$ cat src/rtl/mem_arbiter.sv
// ---------------------------------------------------------------------------
// mem_arbiter
//
// Purpose:
//   Shares one single-ported synchronous memory between an instruction-fetch
//   port and a data (load/store) port. One transaction is in flight at a time.
//   A three-state FSM (IDLE -> ISSUE -> WAIT -> IDLE) latches the winning
//   request in IDLE, strobes the memory for exactly one cycle in ISSUE, then
//   waits LATENCY cycles and passes m_rdata straight through to the granted
//   port together with its one-cycle ack.
//
// Configuration:
//   MEM_ARBITER_RR_EN  undefined : fixed priority, data port wins a tie.
//                      defined   : round-robin on ties. The pointer flips to
//                                  the other port on every grant and resets
//                                  to "instruction preferred".
//
// Parameters:
//   LATENCY  cycles from the m_en cycle to valid m_rdata (1..4).
//
// Ports:
//   clk, rst          clock; asynchronous active-high reset
//   i_req/i_addr      fetch request and byte address (held until i_ack)
//   i_rdata/i_ack     fetch data (0 unless i_ack) and completion pulse
//   d_req/d_addr      data request and byte address (held until d_ack)
//   d_wdata/d_be      store data and byte enables (d_be == 0 means load)
//   d_rdata/d_ack     load data (0 unless d_ack) and completion pulse
//   m_en              one-cycle memory strobe per transaction
//   m_addr/m_wdata    memory address / write data (0 outside the strobe)
//   m_be              memory byte enables (0 outside the strobe)
//   m_rdata           memory read data, valid LATENCY cycles after m_en
//   gnt_d             1 while the data port owns the memory
// ---------------------------------------------------------------------------
module mem_arbiter #(
    parameter int LATENCY = 1
) (
    input  logic        clk,
    input  logic        rst,
    input  logic        i_req,
    input  logic [31:0] i_addr,
    output logic [31:0] i_rdata,
    output logic        i_ack,
    input  logic        d_req,
    input  logic [31:0] d_addr,
    input  logic [31:0] d_wdata,
    input  logic [3:0]  d_be,
    output logic [31:0] d_rdata,
    output logic        d_ack,
    output logic        m_en,
    output logic [31:0] m_addr,
    output logic [31:0] m_wdata,
    output logic [3:0]  m_be,
    input  logic [31:0] m_rdata,
    output logic        gnt_d
);

    typedef enum logic [1:0] {
        IDLE  = 2'd0,
        ISSUE = 2'd1,
        WAIT  = 2'd2
    } state_t;

    // Counter value in WAIT on which the memory data is valid.
    localparam logic [1:0] CNT_LAST = 2'(LATENCY - 1);

    state_t      state_q, state_d;
    logic [1:0]  cnt_q, cnt_d;
    logic        grant_data_q, grant_data_d;
    logic [31:0] addr_q, addr_d;
    logic [31:0] wdata_q, wdata_d;
    logic [3:0]  be_q, be_d;
    logic        pick_data;
    logic        ack_now;

`ifdef MEM_ARBITER_RR_EN
    logic        prefer_data_q, prefer_data_d;
`endif

    // Arbitration: which port wins if a grant is taken this cycle.
    // A lone requester always wins; only a tie consults the policy.
    always_comb begin
`ifdef MEM_ARBITER_RR_EN
        if (i_req && d_req) begin
            pick_data = prefer_data_q;
        end else begin
            pick_data = d_req;
        end
`else
        pick_data = d_req;
`endif
    end

    // Next-state logic. Requests are only looked at in IDLE, so anything the
    // requesters do during ISSUE/WAIT cannot disturb the latched transaction.
    always_comb begin
        state_d      = state_q;
        cnt_d        = cnt_q;
        grant_data_d = grant_data_q;
        addr_d       = addr_q;
        wdata_d      = wdata_q;
        be_d         = be_q;
`ifdef MEM_ARBITER_RR_EN
        prefer_data_d = prefer_data_q;
`endif
        case (state_q)
            IDLE: begin
                if (i_req || d_req) begin
                    grant_data_d = pick_data;
                    addr_d       = pick_data ? d_addr  : i_addr;
                    wdata_d      = pick_data ? d_wdata : 32'd0;
                    be_d         = pick_data ? d_be    : 4'd0;
                    state_d      = ISSUE;
`ifdef MEM_ARBITER_RR_EN
                    prefer_data_d = ~pick_data;
`endif
                end
            end
            ISSUE: begin
                cnt_d   = 2'd0;
                state_d = WAIT;
            end
            WAIT: begin
                cnt_d = cnt_q + 2'd1;
                if (cnt_q == CNT_LAST) begin
                    state_d = IDLE;
                end
            end
            default: begin
                state_d = IDLE;
            end
        endcase
    end

    always_ff @(posedge clk or posedge rst) begin
        if (rst) begin
            state_q      <= IDLE;
            cnt_q        <= 2'd0;
            grant_data_q <= 1'b0;
            addr_q       <= 32'd0;
            wdata_q      <= 32'd0;
            be_q         <= 4'd0;
`ifdef MEM_ARBITER_RR_EN
            prefer_data_q <= 1'b0;
`endif
        end else begin
            state_q      <= state_d;
            cnt_q        <= cnt_d;
            grant_data_q <= grant_data_d;
            addr_q       <= addr_d;
            wdata_q      <= wdata_d;
            be_q         <= be_d;
`ifdef MEM_ARBITER_RR_EN
            prefer_data_q <= prefer_data_d;
`endif
        end
    end

    // Outputs are pure decodes of the flops, except the read data, which is
    // a combinational pass-through of m_rdata on the ack cycle.
    always_comb begin
        ack_now = (state_q == WAIT) && (cnt_q == CNT_LAST);

        m_en    = (state_q == ISSUE);
        m_addr  = m_en ? addr_q  : 32'd0;
        m_wdata = m_en ? wdata_q : 32'd0;
        m_be    = m_en ? be_q    : 4'd0;

        i_ack   = ack_now && !grant_data_q;
        d_ack   = ack_now &&  grant_data_q;
        i_rdata = i_ack ? m_rdata : 32'd0;
        d_rdata = d_ack ? m_rdata : 32'd0;

        gnt_d   = (state_q != IDLE) && grant_data_q;
    end

endmodule

$ cat config.mk
export PLATFORM = sky130hd
export DESIGN_NAME = mem_arbiter
export DESIGN_NICKNAME = d
export VERILOG_FILES = /design/src/rtl/mem_arbiter.sv
export SDC_FILE = /design/constraint.sdc
export NUM_CORES = 1
export LEC_CHECK = 0
export BUFFER_PORTS_ARGS = -buffer_cell sky130_fd_sc_hd__clkbuf_2
export CAP_MARGIN = 15
export CORE_AREA = 3 3 104 106
export DETAILED_ROUTE_END_ITERATION = 10
export DIE_AREA = 0 0 107 109
export GPL_ROUTABILITY_DRIVEN = 1
export PLACE_DENSITY = 0.76
export SYNTH_ARGS = -nofsm -noshare
export SYNTH_HDL_FRONTEND = slang
export SYNTH_SLANG_ARGS = --single-unit
$ cat constraint.sdc
create_clock -name clk -period 6.1 [get_ports clk]
set_clock_uncertainty 0.05 [all_clocks]
set_input_delay 1.22 -clock clk [delete_from_list [all_inputs] [get_ports clk]]
set_output_delay 1.22 -clock clk [all_outputs]
set_load 0.005 [all_outputs]
==> metrics <==
Post-CTS Hold Buffers 0; sw power about 0.85 mW; postcts setup bufs 0; Final Wtd Congestion 0.821; drt first pass iters 5; Port Buf Inserts 271; # DRC 0; Max Root-Sink Buffers 2; Crit Path Max Fanout 33; Sw Share 0.384; Syn. warnings 0; Cell Area, Synth 4080 sq um; nets@finish 862; Cell variety after synth 22; Clock power frac 0.175; # Max-Cap Violations 0; Cell Int Power approximately 1.4 mW; Final min period around 3.4 ns; worst hold path class flop to flop; post-route ant nets 0; Layout area overhead 38.7%; cts repair resizes 0; fraction of layout cells with a size suffix above 1 0.406; Mapped Avg Cell Area 8.65 sq um; site row count 36; via count 4049; peak supply drop 0.189 mV; vias in the first global route 3758; clock latency on the worst-skew pair 0.33 ns; post-synthesis register bit count 73; first-pass GRT wire length around 18000 um; Hold Fails Final Rpt 0; unrepaired setup endpoints after global routing false; Post-Route WL 12100 um; commonest non-fill, non-tap cell in the layout clkbuf_2; P_leak between 3 and 4 nW; post-DP HPWL between 9000 and 10000 um; die width 107 um; CP Class flop to output port; clk sinks 73; Max Transition Viols Final 0; Clk pin slew, worst setup/hold paths about 0.070 ns; Worst EP arrival about 2.2 ns; die area 11700 sq um; syn_nets 612; drt wl/cell 14.1 um; Antenna Diode Count 0; power per cell area between 300 and 400 nW/um^2; Slew headroom 0.321; antenna violations before repair 0; CTS Root Buffer Type clkbuf_8; critical path startpoint category flop; total gr overflow 0; Achievable Freq 291 MHz; TNS Setup 0 ns; most frequent cells in the layout clkbuf_2, and2_1, nand2_1; largest net degree at the start of global routing 74; status complete, no violations; number of I/O pins 272; register area share after synthesis 0.447; endpoints failing setup 0; part of the power in combinational logic 0.448; CP endpoint kind output port; fin crit share 0.563; Fill cells 906; Initial Util 0.414; CTS tree built; H-Tree Depth 3; non-filler cells, final 860; DRT iter0 DRCs 220; Seq pwr share 0.377; CTS buffer count 9; pin slew with the least headroom to its limit roughly 1 ns; chip height between 100 and 150 um; Synth Instances 472; global-route usage over all layers 0.200; core area 9860 sq um; drt via density 4.71; Req. time, crit path slightly below 5 ns; placed instance count 843
[cell usage after synthesis]
cell        n  area share
dfrtp_1    73        0.45
clkbuf_1   15       0.014
nor2b_1     2      0.0031
buf_6       5       0.014
o21ai_2     1      0.0021
mux2_2      1      0.0028
nand2_1   108       0.099
inv_1       5      0.0046
o21a_1      1      0.0018
nand3_1    38       0.047
mux2i_1    32       0.078
o21ai_0     3      0.0037
buf_2       8      0.0098
clkbuf_2    1      0.0012
ha_1        4       0.012
buf_4       7       0.013
nor2_2      1      0.0015
o21ai_1    32       0.039
and2_1    132        0.20
nor2_1      1     0.00092
and3_1      1      0.0015
a21oi_1     1      0.0012
[power groups by stage]
| stage | clock (mW) | combinational [mW] | sequential [mW] |
|---|---|---|---|
| after floorplan | 0 | 0.676 | 0.805 |
| after global placement | 0 | 0.955 | 0.837 |
| after detailed placement | 0 | 0.995 | 0.844 |
| after CTS | 0.400 | 0.995 | 0.838 |
| after global routing | 0.422 | 1.13 | 0.865 |
| final | 0.389 | 0.997 | 0.838 |
[stage by stage]
stage	utilization	power, mW	instance area, sq um	worst slack, ns	hold WS [ns]
finish	0.574	2.22	5670	2.67	0.409
global route	0.574	2.42	5670	2.46	0.443
CTS	0.572	2.23	5640	2.65	0.417
global placement	0.551	1.79	5430	2.56	0.391
detailed placement	0.551	1.84	5430	2.45	0.399
floorplan	-	1.48	4080	2.98	0.380
[logic make-up (layout without fill, tap and decap cells)]
family	after synthesis	after routing	synth area share
and+or+nand+nor	283	283	0.355
muxes	33	33	0.0812
DFF	73	73	0.447
AOI/OAI and AO/OA	38	38	0.0481
adders and majority gates	4	4	0.0123
buffers and inverters	41	296	0.0561
[critical path: stages, from the launching register on]
cell and delay [ns]:
dfrtp_1 0.39, inv_1 0.10, ha_1 0.22, nand2_1 0.08
nor2_2 0.67, and2_1 0.24, clkbuf_2 0.13
[flip-flops by register name, indices dropped and copies added, names as in the netlist]
signal and cells:
addr_q 32, be_q 4, cnt_q 2, grant_data_q 1, state_q 2, wdata_q 32
[layout make-up]
class | count | area [sq um] | share of cell area
Clock inverter | 4 | 51.3 | 0.00905
Tap cell | 133 | 166 | 0.0294
Timing Repair Buffer | 275 | 1410 | 0.249
Multi-Input combinational cell | 358 | 2040 | 0.360
Inverter | 5 | 18.8 | 0.00331
Sequential cell | 73 | 1830 | 0.322
Clock buffer | 12 | 155 | 0.0274
[final timing paths]
kind / start / endpoint / slack (ns) / cells past startpoint
setup reg to reg: state_q[0]$_DFFE_PP0P_ / addr_q[25]$_DFFE_PP0P_ / 3.80 / 8
hold / removal: wdata_q[14]$_DFFE_PP0P_ / wdata_q[14]$_DFFE_PP0P_ / 0.41 / 2
max in group asynchronous: rst / wdata_q[3]$_DFFE_PP0P_ / 4.32 / 3
min in group asynchronous: rst / addr_q[4]$_DFFE_PP0P_ / 1.08 / 3
setup / recovery: state_q[0]$_DFFE_PP0P_ / i_rdata[29] / 2.67 / 6
hold reg to reg: wdata_q[14]$_DFFE_PP0P_ / wdata_q[14]$_DFFE_PP0P_ / 0.41 / 2
[metal layers]
metal	GRT usage	vias to the layer above	share of wire	routed length (um)
li1	-	2002	-	-
met4	0.0694	0	0.020	242
met2	0.372	184	0.54	6560
met3	0.0515	19	0.074	894
met1	0.221	1844	0.36	4410
met5	0	-	0	0
(Power assumes the default switching activity.)
